<file path="config.mk">
export PLATFORM = sky130hd
export DESIGN_NAME = cmp_arbiter
export DESIGN_NICKNAME = d
export VERILOG_FILES = /design/src/rtl/cmp_arb_pkg.sv /design/src/rtl/cmp_arbiter_mag_cmp.sv /design/src/rtl/cmp_arbiter.sv
export SDC_FILE = /design/constraint.sdc
export NUM_CORES = 1
export LEC_CHECK = 0
export CAP_MARGIN = 10
export CORE_UTILIZATION = 35
export DETAILED_ROUTE_END_ITERATION = 6
export PLACE_DENSITY = 0.69
export SLEW_MARGIN = 10
export SYNTH_ARGS = -nofsm -noshare
export SYNTH_HDL_FRONTEND = slang
export SYNTH_SLANG_ARGS = --single-unit
export TNS_END_PERCENT = 5
</file>
<file path="constraint.sdc">
create_clock -name clk -period 1.6 [get_ports clk]
set_input_delay 0.16 -clock clk [delete_from_list [all_inputs] [get_ports clk]]
set_output_delay 0.16 -clock clk [all_outputs]
set_load 0.02 [all_outputs]
</file>
<file path="src/rtl/cmp_arb_pkg.sv">
// rtl/cmp_arb_pkg.sv - shared types and constants for the compare arbiter
package cmp_arb_pkg;

  typedef enum logic [1:0] {
    IDLE = 2'd0,
    CMP  = 2'd1,
    RESP = 2'd2
  } state_e;

  localparam logic REQ0  = 1'b0;
  localparam logic REQ1  = 1'b1;
  localparam int   CNT_W = 8;

endpackage

</file>
<file path="src/rtl/cmp_arbiter_mag_cmp.sv">
// rtl/cmp_arbiter_mag_cmp.sv - combinational unsigned magnitude comparator
module mag_cmp
  import cmp_arb_pkg::*;
#(
  parameter int WIDTH = 4
) (
  input  logic [WIDTH-1:0] a,
  input  logic [WIDTH-1:0] b,
  output logic             a_big,
  output logic             b_big,
  output logic             equal
);

  assign a_big = (a > b);
  assign b_big = (a < b);
  assign equal = (a == b);

endmodule

</file>
<file path="src/rtl/cmp_arbiter.sv">
// rtl/cmp_arbiter.sv - round-robin arbiter sharing one comparator between two requesters
// Optional grant statistics outputs are enabled by defining CMP_ARB_STATS_EN.
module cmp_arbiter
  import cmp_arb_pkg::*;
#(
  parameter int WIDTH = 4
) (
  input  logic             clk,
  input  logic             rst,
  input  logic             req0_valid,
  output logic             req0_ready,
  input  logic [WIDTH-1:0] req0_a,
  input  logic [WIDTH-1:0] req0_b,
  input  logic             req1_valid,
  output logic             req1_ready,
  input  logic [WIDTH-1:0] req1_a,
  input  logic [WIDTH-1:0] req1_b,
  output logic             rsp_valid,
  input  logic             rsp_ready,
  output logic             rsp_id,
  output logic             rsp_a_big,
  output logic             rsp_b_big,
  output logic             rsp_equal
`ifdef CMP_ARB_STATS_EN
  ,
  output logic [CNT_W-1:0] grant_cnt0,
  output logic [CNT_W-1:0] grant_cnt1
`endif
);

  state_e           state_q, state_d;
  logic             last_grant_q, last_grant_d;
  logic             id_q, id_d;
  logic [WIDTH-1:0] op_a_q, op_a_d;
  logic [WIDTH-1:0] op_b_q, op_b_d;
  logic             a_big_q, a_big_d;
  logic             b_big_q, b_big_d;
  logic             equal_q, equal_d;
  logic             grant0, grant1;
  logic             cmp_a_big, cmp_b_big, cmp_equal;

  mag_cmp #(.WIDTH(WIDTH)) u_mag_cmp (
    .a     (op_a_q),
    .b     (op_b_q),
    .a_big (cmp_a_big),
    .b_big (cmp_b_big),
    .equal (cmp_equal)
  );

  // On a tie the requester not served last wins; a lone requester always wins.
  always_comb begin
    grant0 = 1'b0;
    grant1 = 1'b0;
    if (state_q == IDLE) begin
      if (req0_valid && req1_valid) begin
        grant0 = (last_grant_q == REQ1);
        grant1 = (last_grant_q == REQ0);
      end else begin
        grant0 = req0_valid;
        grant1 = req1_valid;
      end
    end
  end

  always_comb begin
    state_d      = state_q;
    last_grant_d = last_grant_q;
    id_d         = id_q;
    op_a_d       = op_a_q;
    op_b_d       = op_b_q;
    a_big_d      = a_big_q;
    b_big_d      = b_big_q;
    equal_d      = equal_q;
    case (state_q)
      IDLE: begin
        if (grant0 || grant1) begin
          id_d         = grant1 ? REQ1 : REQ0;
          last_grant_d = grant1 ? REQ1 : REQ0;
          op_a_d       = grant1 ? req1_a : req0_a;
          op_b_d       = grant1 ? req1_b : req0_b;
          state_d      = CMP;
        end
      end
      CMP: begin
        a_big_d = cmp_a_big;
        b_big_d = cmp_b_big;
        equal_d = cmp_equal;
        state_d = RESP;
      end
      RESP: begin
        if (rsp_ready) begin
          a_big_d = 1'b0;
          b_big_d = 1'b0;
          equal_d = 1'b0;
          state_d = IDLE;
        end
      end
      default: state_d = IDLE;
    endcase
  end

  always_ff @(posedge clk or posedge rst) begin
    if (rst) begin
      state_q      <= IDLE;
      last_grant_q <= REQ1;
      id_q         <= REQ0;
      op_a_q       <= '0;
      op_b_q       <= '0;
      a_big_q      <= 1'b0;
      b_big_q      <= 1'b0;
      equal_q      <= 1'b0;
    end else begin
      state_q      <= state_d;
      last_grant_q <= last_grant_d;
      id_q         <= id_d;
      op_a_q       <= op_a_d;
      op_b_q       <= op_b_d;
      a_big_q      <= a_big_d;
      b_big_q      <= b_big_d;
      equal_q      <= equal_d;
    end
  end

  assign req0_ready = grant0;
  assign req1_ready = grant1;
  assign rsp_valid  = (state_q == RESP);
  assign rsp_id     = id_q;
  assign rsp_a_big  = a_big_q;
  assign rsp_b_big  = b_big_q;
  assign rsp_equal  = equal_q;

`ifdef CMP_ARB_STATS_EN
  logic [CNT_W-1:0] cnt0_q, cnt1_q;

  always_ff @(posedge clk or posedge rst) begin
    if (rst) begin
      cnt0_q <= '0;
      cnt1_q <= '0;
    end else begin
      if (grant0 && (cnt0_q != {CNT_W{1'b1}})) cnt0_q <= cnt0_q + CNT_W'(1);
      if (grant1 && (cnt1_q != {CNT_W{1'b1}})) cnt1_q <= cnt1_q + CNT_W'(1);
    end
  end

  assign grant_cnt0 = cnt0_q;
  assign grant_cnt1 = cnt1_q;
`endif

endmodule

</file>
; ---- Word-level counts from Yosys, hierarchy flattened
; Index checks and enable logic that the tools add are counted.
[totals]
inputBits = 21
output_inout_bits = 7
ff_bits = 15
[op_classes]
n_eq_ne = 5
n_mux = 14
bitwise_logic = 1
order_cmp = 2
reduce_logical = 7
[ops]
columns = op, n
row1 = two-way mux 4 bit, 2
row2 = two-way mux 1 bit, 6
row3 = case mux 1 bit (2 select lines), 3
row4 = case mux 2 bit (3 select lines), 1
row5 = AND reduction 2 bit, 3
row6 = equality test 4 bit, 1
row7 = greater-than comparator 4 bit, 1
row8 = < comparator 4 bit, 1
row9 = two-way mux 2 bit, 2
row10 = != test 2 x 1 -> 1 bit (second input constant), 2
row11 = equality test 2 x 1 -> 1 bit (second input constant), 1
row12 = equality test 2 bit (second input constant), 1
row13 = logical NOT 2 bit, 1
row14 = nonzero test 2 bit, 1
row15 = logical AND 1 bit, 1
row16 = logical OR 1 bit, 1
row17 = NOT 1 bit, 1

; ---- Logic depth before layout (Yosys ltp)
[depth]
word_depth = 6
mapped_depth = 6
depth_no_buf = 6

; ---- Hierarchy
; Synthesis repeated with hierarchy kept, for this count alone.
[unflattened]
hier_cells = 94
hier_area_um2 = 870.8
[by_module_without_submodules]
columns = mod, seq_area_each_um2, area_each_um2, n_inst, cells_per_inst
row1 = cmp_arbiter, 376.6, 742.0, 1, 78
row2 = mag_cmp, 0.0, 128.9, 1, 16

; ---- Worst setup path before layout
; OpenSTA, ideal clock, no wires.
[synth_timing]
path_type = flip-flop to flip-flop
startpoint = register state_q[1]
endpoint = register op_a_q[1]
path_slack_ns = 0.198
setup_time_ns = 0.082
path_stages_with_launch = 7
required_time_ns = 1.518
synth_period_minus_slack_ns = 1.402
arrival_time_ns = 1.320
path_buffers = 1
path_cell_list = dfrtp_1 -> or3b_1 -> a21o_1 -> buf_6 -> clkinv_8 -> nand2_1 -> a31oi_1
[synth_via]
elab_chain_cells = 4
[synth_lines]
columns = element, line_no
row1 = from (decl), cmp_arbiter.sv:31  ; state_e state_q, state_d;
row2 = from (signal assigned), cmp_arbiter.sv:113  ; state_q <= state_d;
row3 = logical NOT 2 bit (*), cmp_arbiter.sv:54  ; if (state_q == IDLE) begin
row4 = two-way mux 1 bit (*), cmp_arbiter.sv:54
row5 = via req1_ready, cmp_arbiter.sv:15  ; output logic req1_ready,
row6 = logical OR 1 bit, cmp_arbiter.sv:76  ; if (grant0 || grant1) begin
row7 = AND reduction 2 bit (no source line), -
row8 = to (signal assigned), cmp_arbiter.sv:116  ; op_a_q <= op_a_d;
row9 = to (decl), cmp_arbiter.sv:34  ; logic [WIDTH-1:0] op_a_q, op_a_d;
; The timed path passes the listed nets; every way through them passes the cells marked *.
; A chain may end at the register's enable or synchronous reset.

; ---- Worst setup path in the final report
[layout_timing]
startpoint = register state_q[0]
endpoint = output req1_ready
[layout_via]
elab_chain_cells = 2
[layout_lines]
columns = element, line_no
row1 = logical NOT 2 bit, cmp_arbiter.sv:54
row2 = two-way mux 1 bit, cmp_arbiter.sv:54
row3 = to (decl), cmp_arbiter.sv:15
; No other way between the ends.

==> flow_metrics.env <==
export IMPL_grt_pass1_vias=744
export IMPL_synth_compound_area_frac=0.1786
export IMPL_synth_top_area_cell="dfrtp_1"
export IMPL_die_area_um2=2435
export IMPL_fin_worst_skew_ns=0.002511
export IMPL_final_cells=147
export IMPL_die_width_um=49.35
export IMPL_cts_tree="yes"
export IMPL_fin_ws_ns=0.01544
export IMPL_status="completed"
export IMPL_via_count=702
export IMPL_clk_latency_ns=0.27
export IMPL_leakage_nw=0.5174
export IMPL_critPathCaptureType="output port"
export IMPL_crit_fanout=2
export IMPL_cp_slowest_cell="or3b_4"
export IMPL_whs_ns=0.2302
export IMPL_drcViolationCount=0
export IMPL_drv_slew=0
export IMPL_required_ns=1.44
export IMPL_syn_inst=87
export IMPL_synth_xor_area_share=0
export IMPL_cts_setup_buffers=0
export IMPL_synth_nets=112
export IMPL_drt_first_pass_iters=4
export IMPL_synth_main_ff_cell="dfrtp_1"
export IMPL_synthSimpleGateAreaFrac=0.1818
export IMPL_place_ws_ns=-0.4602
export IMPL_synth_seq_area_share=0.4801
export IMPL_avgRoutedWirePerCell_um=11.73
export IMPL_ios=28
export IMPL_synthTopCellsByCount="nand2_1 (18), dfrtp_1 (14), inv_1 (10), nor2_1 (7)"
export IMPL_rsz0062_at_grt="yes"
export IMPL_startpoint_type="register"
export IMPL_path_clk_slew_ns=0.09
export IMPL_synth_mux_area_fraction=0
export IMPL_root_buffer="clkbuf_4"
export IMPL_synth_most_common_cell="nand2_1"
export IMPL_slew_headroom=0.6159
export IMPL_drt_iter0_drc=12
export IMPL_drive_gt1_frac=0.1417
export IMPL_critical_path_class="reg2out"
export IMPL_yosys_area_share_adder=0.06380
export IMPL_yosysUniqueCellTypes=23
export IMPL_async_flop_share=1.000
export IMPL_synth_edf_count=0
export IMPL_detail_route_vias_per_cell=4.776
export IMPL_postRouteAntennaNets=0
export IMPL_area_growth_pct=45.14
export IMPL_fin_setup_tns_ns=0
export IMPL_worst_pin_slew_ns=0.5756
export IMPL_antenna_cells=0
export IMPL_numCtsBuffers=3
export IMPL_synth_top_family_by_area="simple AND/OR/NAND/NOR gates"
export IMPL_h_tree_depth=1
export IMPL_yosysTopAreaCellShare=0.4466
export IMPL_irDropWorstVdd_v=0.0009453
export IMPL_fillCellCount=193
export IMPL_antenna_found_initial=0
export IMPL_hold_viol_final=0
export IMPL_arrival_ns=1.42
export IMPL_finalCriticalPeriod_ns=1.585
export IMPL_setup_viol=0
export IMPL_routed_wl_um=1724
export IMPL_min_period_over_period=0.9904
export IMPL_syn_avg_cell_area_um2=9.017
export IMPL_die_y_um=49.35
export IMPL_grt_pass1_wl_um=3118
export IMPL_ys_seq_elements=15
export IMPL_grt_ovfl_total=0
export IMPL_fmax_mhz=631.1
export IMPL_core_um2=2042
export IMPL_fin_nets=146
export IMPL_hold_class="in2async"
export IMPL_ctsHoldBuffers=0
export IMPL_dp_hpwl_um=1350
export IMPL_yosys_top_cells_area="dfrtp_1 (45%), nand2_1 (8.6%), ha_1 (6.4%), inv_1 (4.8%), o211ai_1 (3.8%)"
export IMPL_start_util=0.3842
export IMPL_critPathMaxStageDelay_ns=0.40
export IMPL_crit_chain="or3b_4 -> a21o_4 -> clkinv_8 -> buf_6"
export IMPL_power_density_nw_per_um2=1777
export IMPL_yosysWarnings=0
export IMPL_place_congestion=0.7221
export IMPL_grt_max_degree=18
export IMPL_drv_cap=0
export IMPL_clk_path_buf_depth=2
export IMPL_portBuffers=27
export IMPL_rows=16
export IMPL_netlist_area_um2=784.5
export IMPL_clkSinkCount=15
export IMPL_placed_cells=143
export IMPL_globalRouteTotalUtil=0.1683
==> registers in the layout, summed over array words and instances, names as in the netlist <==
signal	count
op_b_q	4
rsp_equal	1
state_q	2
rsp_a_big	1
rsp_id	1
op_a_q	4
rsp_b_big	1
last_grant_q	1
==> kinds of logic (layout without fill, tap and decap cells) <==
logic type | after synthesis | count (layout)
AOI/OAI and AO/OA | 21 | 21
buffers and inverters | 14 | 47
DFF | 15 | 15
and+or+nand+nor | 33 | 33
adders and majority gates | 4 | 4
==> routing by layer <==
metal	share of wire	vias up	GRT usage
li1	-	364	-
met3	0.055	2	0.03738
met4	0.0099	0	0.06863
met5	0	-	0
met2	0.48	20	0.2603
met1	0.45	316	0.2255
==> critical path: cells and delay by family, from the launching register on <==
family                 cells  cell delay (ns)
AOI/OAI and AO/OA          1             0.22
buffers and inverters      2             0.15
DFF                        1             0.38
and+or+nand+nor            1             0.40
==> timing repair <==
| item | 4_1_cts | 5_1_grt |
|---|---|---|
| endpoints found under the setup margin | 3 | 8 |
| gates cloned | 0 | 0 |
| gates resized for setup | 11 | 7 |
| pin swaps | 1 | 0 |
==> layout make-up <==
cell class / instances / area, um^2 / share of cell area
flip-flops and latches: 15 / 376.6 / 0.3308
multi-input cells: 58 / 346.6 / 0.3044
repair buffers: 32 / 301.5 / 0.2648
inverters: 11 / 53.80 / 0.04725
well taps: 27 / 33.78 / 0.02967
clock buffers: 4 / 26.28 / 0.02308
==> where the power goes <==
part	internal (mW)	leakage, nW	switching [mW]
Combinational	0.523	0.326	0.598
Sequential	0.581	0.176	0.107
Clock	0.0965	0.0150	0.118
Total	1.20	0.517	0.823
==> metrics by stage <==
stage / util / power (mW) / area, um^2
finish: 0.5576 / 2.024 / 1139
global route: 0.5576 / 2.245 / 1139
CTS: 0.5515 / 2.020 / 1126
detailed placement: 0.5411 / 1.816 / 1105
global placement: 0.5411 / 1.773 / 1105
floorplan: - / 1.415 / 784.5
==> layout by cell type (no fill, tap or decap) <==
master,netlist,layout
clkbuf_2,0,1
nand3_1,4,4
dfstp_2,1,1
or2b_1,1,1
buf_6,1,1
a21o_4,0,1
nor2_1,7,6
dfrtp_1,14,14
inv_1,10,10
clkinv_8,1,1
a31oi_1,4,4
nand2_1,18,18
o211ai_1,4,4
o21ai_0,4,4
a32o_1,1,1
buf_4,0,6
ha_1,4,4
a21oi_1,3,3
clkdlybuf4s50_1,0,24
a221oi_1,1,1
nor2_2,0,1
clkbuf_4,0,3
a211oi_1,1,1
nand2b_1,2,2
o21a_2,0,1
or3b_4,0,1
a41oi_1,1,1
clkbuf_1,0,1
==> worst paths after layout <==
kind                         startpoint           end  slack (ns)  depth (start not counted)
setup / recovery             state_q[0]    req1_ready        0.02                          4
hold / removal                      rst     op_a_q[1]        0.23                          2
setup reg to reg             state_q[0]     op_a_q[2]        0.11                          6
hold reg to reg            last_grant_q  last_grant_q        0.51                          2
max in group asynchronous           rst  last_grant_q        0.99                          2
min in group clk              req1_a[1]     op_a_q[1]        0.43                          3
Power figures use the tool's default switching activity.
